$ cat config.mk
export PLATFORM = sky130hd
export DESIGN_NAME = pattern_framer
export DESIGN_NICKNAME = d
export VERILOG_FILES = /design/src/rtl/pattern_framer.sv
export SDC_FILE = /design/constraint.sdc
export NUM_CORES = 1
export LEC_CHECK = 0
export BUFFER_PORTS_ARGS = -buffer_cell sky130_fd_sc_hd__buf_2
export CAP_MARGIN = 20
export CORE_MARGIN = 1.5
export CORE_UTILIZATION = 60
export CTS_BUF_LIST = sky130_fd_sc_hd__clkbuf_4 sky130_fd_sc_hd__clkbuf_8 sky130_fd_sc_hd__clkbuf_16
export DETAILED_ROUTE_END_ITERATION = 8
export PLACE_DENSITY = 0.95
export SLEW_MARGIN = 15
export SYNTH_ARGS = -nofsm -noshare
export SYNTH_HDL_FRONTEND = slang
export SYNTH_SLANG_ARGS = --single-unit
$ cat constraint.sdc
create_clock -name CLK -period 6.57 [get_ports CLK]
set_clock_uncertainty 0.15 [all_clocks]
set_input_delay 0.657 -clock CLK [delete_from_list [all_inputs] [get_ports CLK]]
set_output_delay 0.657 -clock CLK [all_outputs]
set_load 0.02 [all_outputs]
$ cat src/rtl/pattern_framer.sv
// Sync-pattern framer: hunts for a PAT_LEN-word sync pattern, then writes
// BURST_LEN payload words with a 1-cycle registered strobe.
//
// state      | meaning
// ST_IDLE    | hunting for the first pattern word
// ST_SYNC    | partial pattern matched, idx_q = next word expected
// ST_PAYLOAD | writing payload words, pcnt_q = words written so far
module pattern_framer #(
  parameter int                     DW        = 16,
  parameter int                     PAT_LEN   = 2,
  parameter logic [PAT_LEN*DW-1:0]  PAT       = {16'h00AA, 16'h0055},
  parameter int                     BURST_LEN = 4,
  parameter int                     MAX_GAP   = 4
) (
  input  logic          CLK,
  input  logic          RST_N,
  input  logic          EN,
  input  logic [DW-1:0] DIN,
  input  logic          DVALID,
  output logic          WREN,
  output logic [DW-1:0] WDATA,
  output logic          FRAME_START,
  output logic          FRAME_DONE,
  output logic          ERR_TIMEOUT,
  output logic          BUSY,
  output logic [15:0]   FRAME_CNT
);

  typedef enum logic [1:0] {ST_IDLE, ST_SYNC, ST_PAYLOAD} state_t;

  localparam logic [3:0]  IDX_LAST = 4'(PAT_LEN - 1);
  localparam logic [15:0] PCNT_LAST = 16'(BURST_LEN - 1);
  localparam logic [7:0]  GAP_LAST = 8'(MAX_GAP - 1);

  state_t      state_q, state_d;
  logic [3:0]  idx_q, idx_d;
  logic [15:0] pcnt_q, pcnt_d;
  logic [7:0]  gcnt_q, gcnt_d;

  logic [DW-1:0] pat_w [PAT_LEN];
  logic [DW-1:0] pat_cur;
  logic          match0, match_cur, last_pat, gap_hit;
  logic          wren_d, start_d, done_d, tmo_d;

  // First expected word sits in the most-significant slice of PAT
  for (genvar i = 0; i < PAT_LEN; i++) begin : g_pat
    assign pat_w[i] = PAT[(PAT_LEN-1-i)*DW +: DW];
  end

  always_comb begin
    pat_cur = pat_w[0];
    for (int i = 0; i < PAT_LEN; i++)
      if (idx_q == 4'(i)) pat_cur = pat_w[i];
  end

  assign match0    = DVALID && (DIN == pat_w[0]);
  assign match_cur = DVALID && (DIN == pat_cur);
  assign last_pat  = (idx_q == IDX_LAST);
  assign gap_hit   = !DVALID && (gcnt_q == GAP_LAST);

  always_ff @(posedge CLK or negedge RST_N) begin
    if (!RST_N) begin
      state_q <= ST_IDLE;
      idx_q   <= '0;
      pcnt_q  <= '0;
      gcnt_q  <= '0;
    end else begin
      state_q <= state_d;
      idx_q   <= idx_d;
      pcnt_q  <= pcnt_d;
      gcnt_q  <= gcnt_d;
    end
  end

  always_comb begin
    state_d = state_q;
    idx_d   = idx_q;
    pcnt_d  = pcnt_q;
    gcnt_d  = DVALID ? 8'd0 : gcnt_q + 8'd1;
    if (!EN) begin
      state_d = ST_IDLE;
      idx_d   = '0;
      pcnt_d  = '0;
      gcnt_d  = '0;
    end else begin
      case (state_q)
        ST_IDLE: begin
          idx_d  = '0;
          pcnt_d = '0;
          gcnt_d = '0;
          if (match0) begin
            if (PAT_LEN == 1) state_d = ST_PAYLOAD;
            else begin
              state_d = ST_SYNC;
              idx_d   = 4'd1;
            end
          end
        end
        ST_SYNC: begin
          if (DVALID) begin
            if (match_cur) begin
              if (last_pat) begin
                state_d = ST_PAYLOAD;
                idx_d   = '0;
                pcnt_d  = '0;
              end else idx_d = idx_q + 4'd1;
            end else if (match0) idx_d = 4'd1;
            else begin
              state_d = ST_IDLE;
              idx_d   = '0;
            end
          end else if (gap_hit) begin
            state_d = ST_IDLE;
            idx_d   = '0;
            gcnt_d  = '0;
          end
        end
        ST_PAYLOAD: begin
          if (DVALID) begin
            if (pcnt_q == PCNT_LAST) begin
              state_d = ST_IDLE;
              pcnt_d  = '0;
            end else pcnt_d = pcnt_q + 16'd1;
          end else if (gap_hit) begin
            state_d = ST_IDLE;
            pcnt_d  = '0;
            gcnt_d  = '0;
          end
        end
        default: begin
          state_d = ST_IDLE;
          idx_d   = '0;
          pcnt_d  = '0;
          gcnt_d  = '0;
        end
      endcase
    end
  end

  always_comb begin
    wren_d  = EN && (state_q == ST_PAYLOAD) && DVALID;
    done_d  = wren_d && (pcnt_q == PCNT_LAST);
    start_d = EN && (((state_q == ST_IDLE) && match0 && (PAT_LEN == 1)) ||
                     ((state_q == ST_SYNC) && match_cur && last_pat));
    tmo_d   = EN && (state_q != ST_IDLE) && gap_hit;
  end

  always_ff @(posedge CLK or negedge RST_N) begin
    if (!RST_N) begin
      WREN        <= 1'b0;
      WDATA       <= '0;
      FRAME_START <= 1'b0;
      FRAME_DONE  <= 1'b0;
      ERR_TIMEOUT <= 1'b0;
      FRAME_CNT   <= '0;
    end else begin
      WREN        <= wren_d;
      FRAME_START <= start_d;
      FRAME_DONE  <= done_d;
      ERR_TIMEOUT <= tmo_d;
      if (wren_d) WDATA <= DIN;
      if (done_d) FRAME_CNT <= FRAME_CNT + 16'd1;
    end
  end

  assign BUSY = (state_q != ST_IDLE);

endmodule

==> results.json, run 1 <==
{
  "crit_fanout": 21,
  "synth.yosys.seq_area_share": 0.512,
  "place_congestion": 0.860,
  "p_total_uw": 786,
  "post-synth-top-area-cell": "sky130_fd_sc_hd__dfrtp_1",
  "critPathLaunch": "state_q[0]",
  "endpoint_kind": "flop",
  "rsz0062_at_grt": "false",
  "routed_wire_length_per_instance_microns": 16.4,
  "vias_per_cell": 5.88,
  "gr-total-overflow": 0,
  "power_per_cell_area_nw_per_um2": 210,
  "synth.distinct_cells": 47,
  "pre_cts_slack_ps": 3280,
  "yosys_most_used_dff": "sky130_fd_sc_hd__dfrtp_1",
  "ir_drop_mv": 0.179,
  "final_net_count": 394,
  "hp-class": "input port to async pin",
  "maxClockFrequency_ghz": 0.304,
  "cpMostUsedCell": "sky130_fd_sc_hd__inv_1",
  "setup.worst_path.class": "flop to flop",
  "grt_max_degree": 67,
  "initial_utilization": 0.628,
  "dieArea_sq_um": 5830,
  "drt.antenna.violating_nets": 0,
  "area_growth_pct": 16.0,
  "worst_ep_required_time_ps": 6670,
  "buffers_inverters_on_critical_path": 2,
  "path_clk_slew_ps": 80,
  "grt_pass1_wl_mm": 12.2,
  "static-leakage-power_nw": 1.87,
  "final_layout_size_suffix_gt1_frac": 0.262,
  "finalHoldViolations": 0,
  "standard_cell_rows": 26,
  "regToRegEndpoint": "pcnt_q[13]",
  "drt_pre_antenna_iters": 4,
  "first_global_vias": 2594,
  "initial_antenna_violation_count": 0,
  "final_period_minus_worst_setup_slack_ps": 3290,
  "run_status": "complete, no violations",
  "track_usage": 0.266,
  "post_cts.repair.setup_buffers": 0,
  "syn_area_per_cell_sq_um": 10.6,
  "synth-async-reset-ratio": 1.00,
  "hold_buffers": 0,
  "worstSkewPairLatency_ps": 350,
  "crit_family": "simple AND/OR/NAND/NOR gates",
  "cts-root-buf": "sky130_fd_sc_hd__clkbuf_8",
  "timing.critical_path.slowest_stage_cell": "sky130_fd_sc_hd__nand3_1",
  "timing.final.ws_setup_ps": 3280,
  "design.portCount": 57,
  "setup_violations": 0,
  "max_stage_delay_ps": 770,
  "synth-edff-count": 0,
  "crit_end": "pcnt_q[13]",
  "regToRegSetupSlack_ps": 3280,
  "dr.first_iter.drc_count": 204,
  "cap_violations": 0,
  "max-clock-path-buffers": 2,
  "postPlaceCellArea_sq_um": 3570,
  "synth_top_area_frac": 0.512,
  "yosysMostFrequentCell": "sky130_fd_sc_hd__dfrtp_1",
  "cts_tree": "yes",
  "wirelength_mm": 7.23,
  "syn-num-nets": 333,
  "r2r_cells": 7,
  "vias": 2588,
  "ctsHtreeMaxLevel": 3,
  "leading_post_synthesis_cells_by_instance_count": "sky130_fd_sc_hd__dfrtp_1, sky130_fd_sc_hd__nand2_1, sky130_fd_sc_hd__nand3_1",
  "port_buffers": 56,
  "final.setup.tns_ps": 0,
  "dr_drc_count": 0,
  "yosysWarningCount": 0,
  "timing.slew.headroom": 0.281,
  "wp_depth": 7,
  "detailedPlacementHpwl_mm": 5.01,
  "cts-resized-gates": 0,
  "synth.cell_area_sq_um": 3230,
  "n_antenna_cell": 0,
  "cts_inserted_buffers": 9,
  "synth_seq_cells": 66,
  "report.final.slew_viol_count": 0,
  "worstPathArrival_ps": 3390,
  "rr_startpoint": "state_q[0]",
  "fin_area_sq_um": 3740,
  "setup.worst_path.start_class": "flop",
  "dieWidth_microns": 76.4,
  "cts.sink_count": 66,
  "max_slew.worst_pin.slew_ps": 1080,
  "syn_inst": 304,
  "synthTopCellsByArea": "sky130_fd_sc_hd__dfrtp_1, sky130_fd_sc_hd__mux2_2, sky130_fd_sc_hd__xnor2_1, sky130_fd_sc_hd__nand3_1, sky130_fd_sc_hd__ha_1",
  "fp.coreArea_sq_um": 5140,
  "critical_path.cell_chain": "inv_1 > ha_1 > nand3_1 > inv_1 > nand2_1 > or2_1 > o31ai_1",
  "layout_worst_path_cycle_share": 0.501,
  "final.hold.worst_slack_ps": 315,
  "chipHeight_microns": 76.4
}
-- flip-flops by register name (all words and copies together), names as in the netlist --
signal,count
idx_q,4
FRAME_START,1
ERR_TIMEOUT,1
gcnt_q,8
state_q,2
pcnt_q,16
FRAME_DONE,1
WDATA,16
WREN,1
FRAME_CNT,16
-- cell type report --
cell class / instances / area (sq um)
Clock buffer: 10 / 131
Clock inverter: 6 / 42.5
Fill cell: 350 / 1400
Inverter: 9 / 33.8
Multi-Input combinational cell: 221 / 1500
Sequential cell: 66 / 1650
Tap cell: 70 / 87.6
Timing Repair Buffer: 58 / 295
-- where the power goes --
part	switching [mW]	internal (mW)
clock	0.164	0.141
combinational	0.0468	0.0216
sequential	0.00294	0.409
total	0.214	0.572
-- metal layers --
metal  global-route usage  vias up  wire, microns
met5                    0        -              0
met4                0.135        0            195
met3               0.0443       19            300
met2                0.462       80           3780
met1                0.320     1261           2960
li1                     -     1228              -
-- worst min path at each step --
stage	slack (ps)	from	to	cells after the start
after floorplan	210	RST_N	ERR_TIMEOUT	0
after global placement	310	FRAME_CNT[15]	FRAME_CNT[15]	1
after detailed placement	320	FRAME_CNT[15]	FRAME_CNT[15]	1
after CTS	330	FRAME_CNT[15]	FRAME_CNT[15]	1
after global routing	350	FRAME_CNT[15]	FRAME_CNT[15]	1
final	310	RST_N	FRAME_CNT[14]	2
-- logic make-up (layout without fill, tap and decap cells) --
logic type / count (synthesis) / in the layout / synth area share
buf+inv: 17 / 83 / 0.0229
simple gates: 121 / 121 / 0.214
compound gates: 52 / 52 / 0.0973
flops: 66 / 66 / 0.512
xor+xnor: 21 / 21 / 0.0570
fa+ha+maj: 9 / 9 / 0.0349
mux: 18 / 18 / 0.0624
-- worst register-to-register path, cell delays in order (launching register included) --
cell and delay [ps]:
sky130_fd_sc_hd__dfrtp_1 410, sky130_fd_sc_hd__inv_1 120, sky130_fd_sc_hd__ha_1 240, sky130_fd_sc_hd__nand3_1 770, sky130_fd_sc_hd__inv_1 360, sky130_fd_sc_hd__nand2_1 280
sky130_fd_sc_hd__or2_1 530, sky130_fd_sc_hd__o31ai_1 340
-- layout by cell type (no fill, tap or decap), types with 8 or more instances in the layout --
cell / instances
sky130_fd_sc_hd__dfrtp_1: 66
sky130_fd_sc_hd__buf_2: 56
sky130_fd_sc_hd__nand3_1: 23
sky130_fd_sc_hd__nand2_1: 23
sky130_fd_sc_hd__nor2_1: 19
sky130_fd_sc_hd__mux2_2: 17
sky130_fd_sc_hd__o21ai_0: 17
sky130_fd_sc_hd__xnor2_1: 14
sky130_fd_sc_hd__o31ai_1: 12
sky130_fd_sc_hd__inv_1: 9
sky130_fd_sc_hd__ha_1: 9
sky130_fd_sc_hd__clkbuf_8: 9
sky130_fd_sc_hd__and3_1: 8
sky130_fd_sc_hd__nand4_1: 8
-- through the flow --
step                       util  cells
after global routing      0.729    440
after CTS                 0.729    440
after global placement    0.695    424
final                     0.729    440
after floorplan               -    304
after detailed placement  0.695    424
Power figures use the tool's default switching activity.
==> run 2, diff against run 1 <==
- CORE_UTILIZATION: 60 -> 56
- PLACE_DENSITY: 0.95 -> 0.91
- clock period: 6.57 -> 3.22 ns (I/O delays scaled with it)
==> run 2 against run 1 <==
- the run now ends with negative hold slack left
- die area up 6.9%
- critical path depth up 2
- clock power rose to 2.6 times the previous value
- core utilization down 4.2 points
- power up 120%
- global-route usage down 2.3 points
- sequential power up 100%
- critical endpoint is now pcnt_q[6]
- largest power group unchanged
==> results.json, run 2 (synthesized netlist as in run 1, its figures left out) <==
{
  "crit_fanout": 18,
  "finalHoldViolations": 4,
  "setup.worst_path.start_class": "flop",
  "dieWidth_microns": 78.9,
  "power_per_cell_area_nw_per_um2": 464,
  "layout_worst_path_cycle_share": 0.805,
  "initial_antenna_violation_count": 0,
  "first_global_vias": 2565,
  "dr_drc_count": 0,
  "layout_common_cells": "sky130_fd_sc_hd__dfrtp_1, sky130_fd_sc_hd__buf_2, sky130_fd_sc_hd__nand3_1, sky130_fd_sc_hd__nand2_1, sky130_fd_sc_hd__nor2_1",
  "p_total_mw": 1.77,
  "buffers_inverters_on_critical_path": 2,
  "grt_max_degree": 67,
  "dr.first_iter.drc_count": 184,
  "port_buffers": 56,
  "gr-total-overflow": 0,
  "final-instance-count-excl-fill": 443,
  "report.final.slew_viol_count": 0,
  "timing.critical_path.slowest_stage_cell": "sky130_fd_sc_hd__or2_1",
  "ir_drop_mv": 0.353,
  "n_antenna_cell": 0,
  "cts_tree": "yes",
  "failed_checks": "negative hold slack",
  "postPlaceCellArea_sq_um": 3580,
  "crit_family": "simple AND/OR/NAND/NOR gates",
  "worstPathArrival_ps": 2690,
  "final.setup.tns_ps": 0,
  "vias": 2570,
  "dpl.cell_count": 427,
  "place_congestion": 0.840,
  "drt_pre_antenna_iters": 4,
  "maxClockFrequency_ghz": 0.386,
  "cts-resized-gates": 0,
  "run_status": "finished with violations",
  "wirelength_mm": 6.80,
  "max_stage_delay_ps": 420,
  "wp_depth": 9,
  "rsz0062_at_grt": "false",
  "ctsHtreeMaxLevel": 3,
  "max-clock-path-buffers": 2,
  "final.hold.worst_slack_ps": -2.25,
  "initial_utilization": 0.583,
  "layout.filler_cells": 388,
  "final_period_minus_worst_setup_slack_ps": 2590,
  "hold_buffers": 0,
  "final_common_cell": "sky130_fd_sc_hd__dfrtp_1",
  "fp.coreArea_sq_um": 5540,
  "r2r_cells": 9,
  "cts.sink_count": 66,
  "setup_violations": 0,
  "design.portCount": 57,
  "fin_area_sq_um": 3800,
  "area_growth_pct": 17.8,
  "max_slew.worst_pin.slew_ps": 816,
  "vias_per_cell": 5.80,
  "post_cts.repair.setup_buffers": 0,
  "setup.worst_path.class": "flop to flop",
  "cts-root-buf": "sky130_fd_sc_hd__clkbuf_8",
  "chipHeight_microns": 78.9,
  "cap_violations": 0,
  "endpoint_kind": "flop",
  "drt.antenna.violating_nets": 0,
  "static-leakage-power_nw": 1.90,
  "dieArea_sq_um": 6230,
  "path_clk_slew_ps": 80,
  "detailedPlacementHpwl_mm": 4.76,
  "final_net_count": 395,
  "track_usage": 0.243,
  "worst_ep_required_time_ps": 3310,
  "final_layout_size_suffix_gt1_frac": 0.264,
  "worstSkewPairLatency_ps": 350,
  "grt_pass1_wl_mm": 11.7,
  "reg.largest.list": "FRAME_CNT (16), WDATA (16), pcnt_q (16)",
  "routed_wire_length_per_instance_microns": 15.4,
  "timing.slew.headroom": 0.456,
  "cts_inserted_buffers": 9,
  "standard_cell_rows": 27,
  "critical_path.cell_chain": "inv_1 > ha_1 > nor3b_1 > nand3_1 > a21oi_1 > o21ai_1 > buf_4 > or2_1 > o31ai_1",
  "hp-class": "input port to async pin"
}
==> run 2: cell types whose count changed in the layout (fill, tap and decap cells not counted), sizes merged <==
cell / delta
bufinv: +2
clkbuf: +2
clkinv: -2
buf: +1
clkinvlp: -1
inv: -1
==> run 2: where the power goes <==
group,internal (mW),switching (mW)
combinational,0.0440,0.0946
sequential,0.835,0.00586
clock,0.464,0.323
total,1.34,0.424
==> run 2: layout make-up <==
type | instances | area (sq um) | share of cell area
clock buffer | 12 | 146 | 0.0385
multi-input combinational | 221 | 1500 | 0.395
tap | 72 | 90.1 | 0.0237
clock inverter | 4 | 76.3 | 0.0201
inverter | 9 | 33.8 | 0.00888
sequential | 66 | 1650 | 0.434
timing repair buffer | 59 | 303 | 0.0796
==> run 2: through the flow <==
stage	setup slack, ps	utilization
6_report	629	0.687
3_5_place_dp	654	0.646
5_1_grt	417	0.687
2_1_floorplan	946	-
4_1_cts	622	0.687
3_3_place_gp	720	0.646
==> run 2: final timing paths <==
path / start / slack [ps] / to
worst max-delay path: idx_q[1] / 630 / pcnt_q[6]
worst min-delay path: RST_N / -2 / FRAME_CNT[9]
worst max register to register: idx_q[1] / 630 / pcnt_q[6]
worst min register to register: FRAME_CNT[15] / 340 / FRAME_CNT[15]
max in group asynchronous: RST_N / 2380 / gcnt_q[7]
min in group CLK: DIN[14] / 60 / WDATA[14]
==> run 2: layer usage <==
layer | track usage | up-vias | wire (microns)
met5 | 0 | - | 0
met2 | 0.401 | 84 | 3390
met3 | 0.0943 | 13 | 359
met1 | 0.299 | 1244 | 2960
met4 | 0.0684 | 0 | 97
li1 | - | 1229 | -
